File: src/rtl/countdown_pkg.sv
// Shared types and constants for the BCD MM:SS countdown timer.
package countdown_pkg;

  typedef enum logic [1:0] {
    StIdle,
    StRun,
    StPaused,
    StExpired
  } state_e;

  localparam int unsigned OnesMax = 9;
  localparam int unsigned TensMax = 5;

  typedef logic [3:0] bcd_digit_t;

endpackage

File: src/rtl/bcd_down_digit.sv
// One BCD digit of a borrow-chained down counter; wraps 0 -> MAX and clamps loads to MAX.
module bcd_down_digit
  import countdown_pkg::*;
#(
  parameter int unsigned MAX = OnesMax
) (
  input  logic       clk,
  input  logic       reset,
  input  logic       load,
  input  logic [3:0] load_val,
  input  logic       dec_en,
  input  logic       borrow_in,
  output logic [3:0] digit,
  output logic       borrow_out,
  output logic       zero
);

  localparam bcd_digit_t MaxVal = bcd_digit_t'(MAX);

  bcd_digit_t digit_q;
  bcd_digit_t load_clamped;
  bcd_digit_t dec_val;

  assign load_clamped = (load_val > MaxVal) ? MaxVal : load_val;
  assign dec_val      = (digit_q == 4'd0) ? MaxVal : digit_q - 4'd1;

  always_ff @(posedge clk or posedge reset) begin
    if (reset) begin
      digit_q <= 4'd0;
    end else if (load) begin
      digit_q <= load_clamped;
    end else if (dec_en && borrow_in) begin
      digit_q <= dec_val;
    end
  end

  assign digit      = digit_q;
  assign zero       = (digit_q == 4'd0);
  assign borrow_out = zero & borrow_in;

endmodule

File: src/rtl/countdown_timer.sv
// BCD MM:SS countdown timer: decrements once per tick in RUN and flags expiry at 00:00.
module countdown_timer
  import countdown_pkg::*;
#(
  parameter int unsigned MIN_TENS_MAX = 5
) (
  input  logic       clk,
  input  logic       reset,
  input  logic       tick,
  input  logic       load,
  input  logic [3:0] load_min_tens,
  input  logic [3:0] load_min_ones,
  input  logic [3:0] load_sec_tens,
  input  logic [3:0] load_sec_ones,
  input  logic       start,
  input  logic       stop,
  output logic [3:0] min_tens,
  output logic [3:0] min_ones,
  output logic [3:0] sec_tens,
  output logic [3:0] sec_ones,
  output logic       running,
  output logic       done,
  output logic       expired
);

  state_e state_q, state_d;
  logic   done_q, done_d;
  logic   load_en, dec_en;
  logic   so_zero, st_zero, mo_zero, mt_zero;
  logic   so_borrow, st_borrow, mo_borrow, mt_borrow;
  logic   is_zero, last_sec;

  bcd_down_digit #(.MAX(OnesMax)) u_sec_ones (
    .clk       (clk),
    .reset     (reset),
    .load      (load_en),
    .load_val  (load_sec_ones),
    .dec_en    (dec_en),
    .borrow_in (1'b1),
    .digit     (sec_ones),
    .borrow_out(so_borrow),
    .zero      (so_zero)
  );

  bcd_down_digit #(.MAX(TensMax)) u_sec_tens (
    .clk       (clk),
    .reset     (reset),
    .load      (load_en),
    .load_val  (load_sec_tens),
    .dec_en    (dec_en),
    .borrow_in (so_borrow),
    .digit     (sec_tens),
    .borrow_out(st_borrow),
    .zero      (st_zero)
  );

  bcd_down_digit #(.MAX(OnesMax)) u_min_ones (
    .clk       (clk),
    .reset     (reset),
    .load      (load_en),
    .load_val  (load_min_ones),
    .dec_en    (dec_en),
    .borrow_in (st_borrow),
    .digit     (min_ones),
    .borrow_out(mo_borrow),
    .zero      (mo_zero)
  );

  bcd_down_digit #(.MAX(MIN_TENS_MAX)) u_min_tens (
    .clk       (clk),
    .reset     (reset),
    .load      (load_en),
    .load_val  (load_min_tens),
    .dec_en    (dec_en),
    .borrow_in (mo_borrow),
    .digit     (min_tens),
    .borrow_out(mt_borrow),
    .zero      (mt_zero)
  );

  assign is_zero  = mt_zero & mo_zero & st_zero & so_zero;
  // The decrement that lands on 00:00 is the one taken from 00:01.
  assign last_sec = mt_zero & mo_zero & st_zero & (sec_ones == 4'd1);

  always_comb begin
    state_d = state_q;
    done_d  = 1'b0;
    load_en = 1'b0;
    dec_en  = 1'b0;
    unique case (state_q)
      StRun: begin
        if (stop) begin
          state_d = StPaused;
        end else if (tick && !load) begin
          dec_en = 1'b1;
          if (last_sec) begin
            state_d = StExpired;
            done_d  = 1'b1;
          end
        end
      end
      StIdle, StPaused: begin
        if (load) begin
          load_en = 1'b1;
          state_d = StIdle;
        end else if (start && !is_zero) begin
          state_d = StRun;
        end
      end
      StExpired: begin
        if (load) begin
          load_en = 1'b1;
          state_d = StIdle;
        end
      end
      default: state_d = StIdle;
    endcase
  end

  always_ff @(posedge clk or posedge reset) begin
    if (reset) begin
      state_q <= StIdle;
      done_q  <= 1'b0;
    end else begin
      state_q <= state_d;
      done_q  <= done_d;
    end
  end

  assign running = (state_q == StRun);
  assign expired = (state_q == StExpired);
  assign done    = done_q;

endmodule

File: config.mk
export PLATFORM = sky130hd
export DESIGN_NAME = countdown_timer
export DESIGN_NICKNAME = d
export VERILOG_FILES = /design/src/rtl/countdown_pkg.sv /design/src/rtl/bcd_down_digit.sv /design/src/rtl/countdown_timer.sv
export SDC_FILE = /design/constraint.sdc
export NUM_CORES = 1
export LEC_CHECK = 0
export CELL_PAD_IN_SITES_DETAIL_PLACEMENT = 1
export CELL_PAD_IN_SITES_GLOBAL_PLACEMENT = 2
export CORE_UTILIZATION = 37
export DETAILED_ROUTE_END_ITERATION = 8
export DONT_BUFFER_PORTS = 1
export HOLD_SLACK_MARGIN = 0.1
export PLACE_DENSITY = 0.82
export REMOVE_ABC_BUFFERS = 1
export SYNTH_ARGS = -nofsm -noshare
export SYNTH_HDL_FRONTEND = slang
export SYNTH_SLANG_ARGS = --single-unit
export TNS_END_PERCENT = 30
File: constraint.sdc
create_clock -name clk -period 5.31 [get_ports clk]
set_clock_uncertainty 0.05 [all_clocks]
set_input_delay 1.062 -clock clk [delete_from_list [all_inputs] [get_ports clk]]
set_output_delay 1.062 -clock clk [all_outputs]
set_load 0.01 [all_outputs]
## Word level (Yosys, flattened, before mapping)

Index checks and enable logic that the tools add are counted.

| storage, ports and cells | value |
|---|---|
| input bits | 22 |
| output and inout port bits | 19 |
| word-level logic and storage cells | 79 |
| bits in registers | 19 |

| cells by class | value |
|---|---|
| add/sub/neg operators | 4 |
| mux-type cells | 32 |
| magnitude comparators | 4 |
| reductions and logical operators | 19 |
| bitwise operators | 6 |
| equal/unequal tests | 8 |

Operators with widths:

| kind | number |
|---|---|
| $mux W4 | 16 |
| $logic_not A4 Y1 | 4 |
| $sub A4 B1 Y4 const B | 4 |
| $mux W2 | 6 |
| $mux W1 | 9 |
| $gt A4 B3 Y1 const B | 2 |
| $gt A4 B4 Y1 const B | 2 |
| $reduce_bool A2 Y1 | 4 |
| $and A1 B1 Y1 | 6 |
| $ne A3 B2 Y1 const B | 2 |
| $pmux W2 S3 | 1 |
| $logic_and A1 B1 Y1 | 5 |
| $eq A2 B2 Y1 const B | 2 |
| $eq A4 B1 Y1 const B | 1 |
| $reduce_and A4 Y1 | 1 |
| $ne A3 B3 Y1 const B | 1 |
| $reduce_or A3 Y1 | 1 |
| $eq A2 B1 Y1 const B | 1 |
| $logic_not A1 Y1 | 2 |
| $logic_not A2 Y1 | 1 |
| $ne A2 B2 Y1 const B | 1 |
| $reduce_or A2 Y1 | 1 |

## Logic depth before layout (Yosys ltp)

| depth | value |
|---|---|
| depth in word-level cells | 9 |
| mapped depth | 6 |
| gate-level depth less buffers | 4 |

## Cells and area by module

Synthesis repeated with hierarchy kept, for this count alone.

| unflattened totals | value |
|---|---|
| cell total of the unflattened synthesis | 124 |
| area, all modules | 1131.1 µm² |

By module, submodules not included:

| module | cells each | seq. area each (µm²) | times used | area each (µm²) |
|---|---|---|---|---|
| bcd_down_digit (u_min_ones ...) | 28 | 100.1 | 2 | 254.0 |
| bcd_down_digit (u_min_tens ...) | 23 | 100.1 | 2 | 212.7 |
| countdown_timer | 22 | 75.1 | 1 | 197.7 |

## Worst setup path after synthesis

OpenSTA, ideal clock, no wires.

| timing path | value |
|---|---|
| kind | in2reg |
| from | in load |
| to | reg u_min_ones.digit_q[3], in the netlist u_min_ones.digit[3] |
| library setup time | 0.082 ns |
| stages on the path | 6 |
| arrival time | 2.587 ns |
| setup slack | 2.591 ns |
| cell sequence | clkbuf_1 and4bb_2 nand3_1 clkbuf_1 or4b_2 a31oi_1 |

| between the ends | value |
|---|---|
| word-level cells in the longest chain between the ends | 7 |

RTL lines:

| element | RTL line | RTL |
|---|---|---|
| from (decl) | countdown_timer.sv:10 | `input logic load,` |
| $logic_not A1 Y1 | countdown_timer.sv:94 | `end else if (tick && !load) begin` |
| $logic_and A1 B1 Y1 | countdown_timer.sv:94 |  |
| $mux W1 | countdown_timer.sv:94 |  |
| $mux W1 | countdown_timer.sv:92 | `if (stop) begin` |
| $mux W1 | countdown_timer.sv:90 | `unique case (state_q)` |
| $logic_and A1 B1 Y1 | bcd_down_digit.sv:32 | `end else if (dec_en && borrow_in) begin` |
| $reduce_bool A2 Y1 (no line) | -- |  |
| to (signal assigned) | bcd_down_digit.sv:31 | `digit_q <= load_clamped;` |
| to (signal assigned) | bcd_down_digit.sv:33 | `digit_q <= dec_val;` |
| to (decl) | bcd_down_digit.sv:20 | `bcd_digit_t digit_q;` |

Parallel ways exist; a longest one is shown, timed or not.
A chain may end at the register's enable or synchronous reset.

## Worst setup path in the final report

| timing path | value |
|---|---|
| from | in stop |
| to | reg u_min_ones.digit_q[3], in the netlist u_min_ones.digit[3] |

| between the ends | value |
|---|---|
| word-level cells in the longest chain between the ends | 4 |

RTL lines:

| element | RTL line | RTL |
|---|---|---|
| from (decl) | countdown_timer.sv:16 | `input logic stop,` |
| $mux W1 | countdown_timer.sv:92 |  |
| $mux W1 | countdown_timer.sv:90 |  |
| $logic_and A1 B1 Y1 | bcd_down_digit.sv:32 |  |
| $reduce_bool A2 Y1 (no line) | -- |  |

Every way passes these cells.

==> summary.txt <==
Floorplan
  – Standard-cell rows: 19
  – Io pins: 41
  – Starting Density: 40.1%
  – Core ar.: 0.00283 sq mm
  – Die Width: 57.4 microns
  – Chip height: 57.4 microns
  – Die area: 0.00329 sq mm

Synth
  – Yosys top cell area share: 41.9%
  – Yosys warnings: 0
  – Register bit total from synthesis: 19
  – Sequential share of the synthesized area: 41.9%
  – Ys async rst share: 100%
  – Mapped Area: 0.00113 sq mm
  – Primary FF master, synth: dfrtp_1
  – Synth area leader: dfrtp_1
  – Synth Area per Inst: 8.79 sq um
  – Mapped Cells: 129
  – Post-synthesis cell type count: 37
  – Number of flops mapped to enable cells by yosys: 0
  – Synth top area cells: dfrtp_1 (42%), a21oi_1 (5.3%), nor2_1 (5.3%), a31oi_1 (5.0%), nor3_1 (4.0%)

Detailed routing
  – Pre-Repair DR Iteration Count: 6
  – Routed wire length: 2.79 mm
  – Vias per cell: 6.27
  – # DRC: 2
  – DRT antenna net count: 0
  – Drt wl/cell: 17.8 microns
  – DR vias: 985
  – DR iter-0 viols: 33

Finish
  – Register area: 475 sq um
  – Nets@finish: 149
  – Layout fillers: 338
  – Area of the multi-input gates: 612 sq um
  – Layout cell share with drive strength beyond 1: 4.76%
  – Area delta synth->final: 3.31%
  – # diodes: 0

Critical path
  – Crit Path Class: in -> reg
  – Max Fanout on Critical Path: 11
  – Setup crit start kind: input port
  – Worst EP arrival: 2640 ps
  – Crit end category: register
  – CP required: 5480 ps

Place
  – Hpwl dp: 2.10 mm
  – Port buffer count: 0
  – Placer Congestion: 0.735

Clock network
  – CTS HTree Levels: 1
  – CTS root buffer: clkbuf_4
  – TritonCTS buffer count: 3
  – Clock latency on the worst-skew pair: 290 ps
  – CTS tree: yes
  – Cts repair resizes: 0
  – Clock Pin Slew Worst Setup and Hold Paths: 110 ps
  – Setup Fix Bufs, Post-CTS: 0
  – Sink Count: 19
  – CTS max path bufs: 2
  – CTS Hold Buffers Added: 0

Global routing
  – Largest net degree at the start of global routing: 30
  – Wire length of the first global-routing pass: 4.77 mm
  – Vias in the first global route: 1011
  – All-Layer GR Usage: 18.5%
  – Overflow after GRT: 0
  – Initial antenna violation count: 0

Timing
  – Slew Limit Fails: 0
  – Unrepaired setup endpoints after global routing: false
  – Number of hold violations in the final report: 0
  – Final setup violation count: 0
  – Hold Slack: 594 ps
  – Final setup TNS: 0 ps
  – Worst slew pin tran: 897 ps
  – Max frequency: 0.404 GHz
  – Post-layout minimum cycle time: 2470 ps
  – Rel. slew slack: 40.0%
  – Final worst-path cycle share: 46.6%

Flow run
  – Max cap viols: 0

Power and ir drop
  – Peak VDD IR: 0.124 mV
  – Pwr dens: 309 mW/mm^2
  – Lkg Pwr: 0.412 nW

Outcome
  – Status: complete, but fails checks
  – Violated checks: DRC

Worst hold path
  – Hold Path Class: reg -> reg
==> stage by stage <==
step	setup WS [ps]	instance area [sq um]	power, mW	util [%]	instances
floorplan	2760	1110	0.266	-	122
global placement	2600	1140	0.286	40.5	153
detailed placement	2550	1140	0.291	40.5	153
CTS	2860	1170	0.368	41.4	157
global route	2780	1170	0.390	41.4	157
finish	2840	1170	0.361	41.4	157
==> flip-flops by register name, summed over array words and instances (netlist names) <==
register / flops
done: 1
state_q: 2
u_min_ones.digit: 4
u_min_tens.digit: 4
u_sec_ones.digit: 4
u_sec_tens.digit: 4
==> Yosys cell counts (2+ instances only) <==
master,instances
o41ai_1,2
a31oi_1,9
clkbuf_1,5
or4_1,4
dfrtp_1,19
nor3_1,9
o311a_1,2
nand3_1,2
o21ai_0,3
inv_1,5
a21oi_1,12
nor2_1,16
o31ai_1,3
a2111oi_0,2
mux2i_1,3
xor2_1,2
or3_1,3
xnor2_1,2
nand2_1,6
nand4bb_1,2
nand3b_1,2
==> final cells by class <==
| class | count | area share [%] |
|---|---|---|
| clock buffers | 4 | 2.24 |
| inverters | 5 | 1.60 |
| multi-input cells | 98 | 52.2 |
| flip-flops and latches | 19 | 40.6 |
| well taps | 31 | 3.31 |
==> cells by family after synthesis <==
| group | synth area share [%] |
|---|---|
| DFF | 41.9 |
| xor gates and xnor gates | 3.09 |
| muxes | 2.65 |
| and+or+nand+nor | 27.5 |
| buffers and inverters | 4.08 |
| AOI/OAI and AO/OA | 20.8 |
==> power by group <==
part / internal [mW] / leakage, nW / switching (mW)
Combinational: 0.0316 / 0.176 / 0.0381
Clock: 0.0292 / 0.0150 / 0.0449
Sequential: 0.167 / 0.221 / 0.0506
Total: 0.228 / 0.412 / 0.134
==> path summary, 6_finish.rpt <==
kind | start | endpoint | slack (ps) | cells after the start
setup reg to reg | u_sec_tens.digit[2] | u_min_tens.digit[3] | 2850 | 4
min in group asynchronous | reset | u_min_ones.digit[3] | 720 | 1
hold reg to reg | u_sec_tens.digit[3] | u_sec_tens.digit[3] | 590 | 1
max in group asynchronous | reset | u_sec_ones.digit[1] | 4020 | 1
setup / recovery | stop | u_min_ones.digit[3] | 2840 | 4
hold / removal | u_sec_tens.digit[3] | u_sec_tens.digit[3] | 590 | 1
==> placed cells by master (no fill, tap or decap), drive strengths merged, types with 3 or more instances in the layout <==
cell | Yosys | routed
a21oi | 12 | 12
a31oi | 9 | 9
clkbuf | 5 | 4
dfrtp | 19 | 19
inv | 5 | 5
mux2i | 3 | 3
nand2 | 6 | 6
nor2 | 16 | 16
nor3 | 9 | 9
o21ai | 3 | 3
o31ai | 3 | 3
or3 | 3 | 3
or4 | 5 | 5
==> routing by layer <==
layer  vias to the layer above  global-route usage, %  routed length [microns]
met5                         -                      0                        0
met1                       475                   25.8                     1330
met2                        25                   29.4                     1310
li1                        483                      -                        -
met4                         0                   5.23                       19
met3                         2                   3.40                      139
==> critical path, cell delays in order <==
cell,delay [ps]
nor3_1,310
nand3_1,390
or4b_2,710
a31oi_1,180
Note: power is estimated with default switching activity, not from simulation.
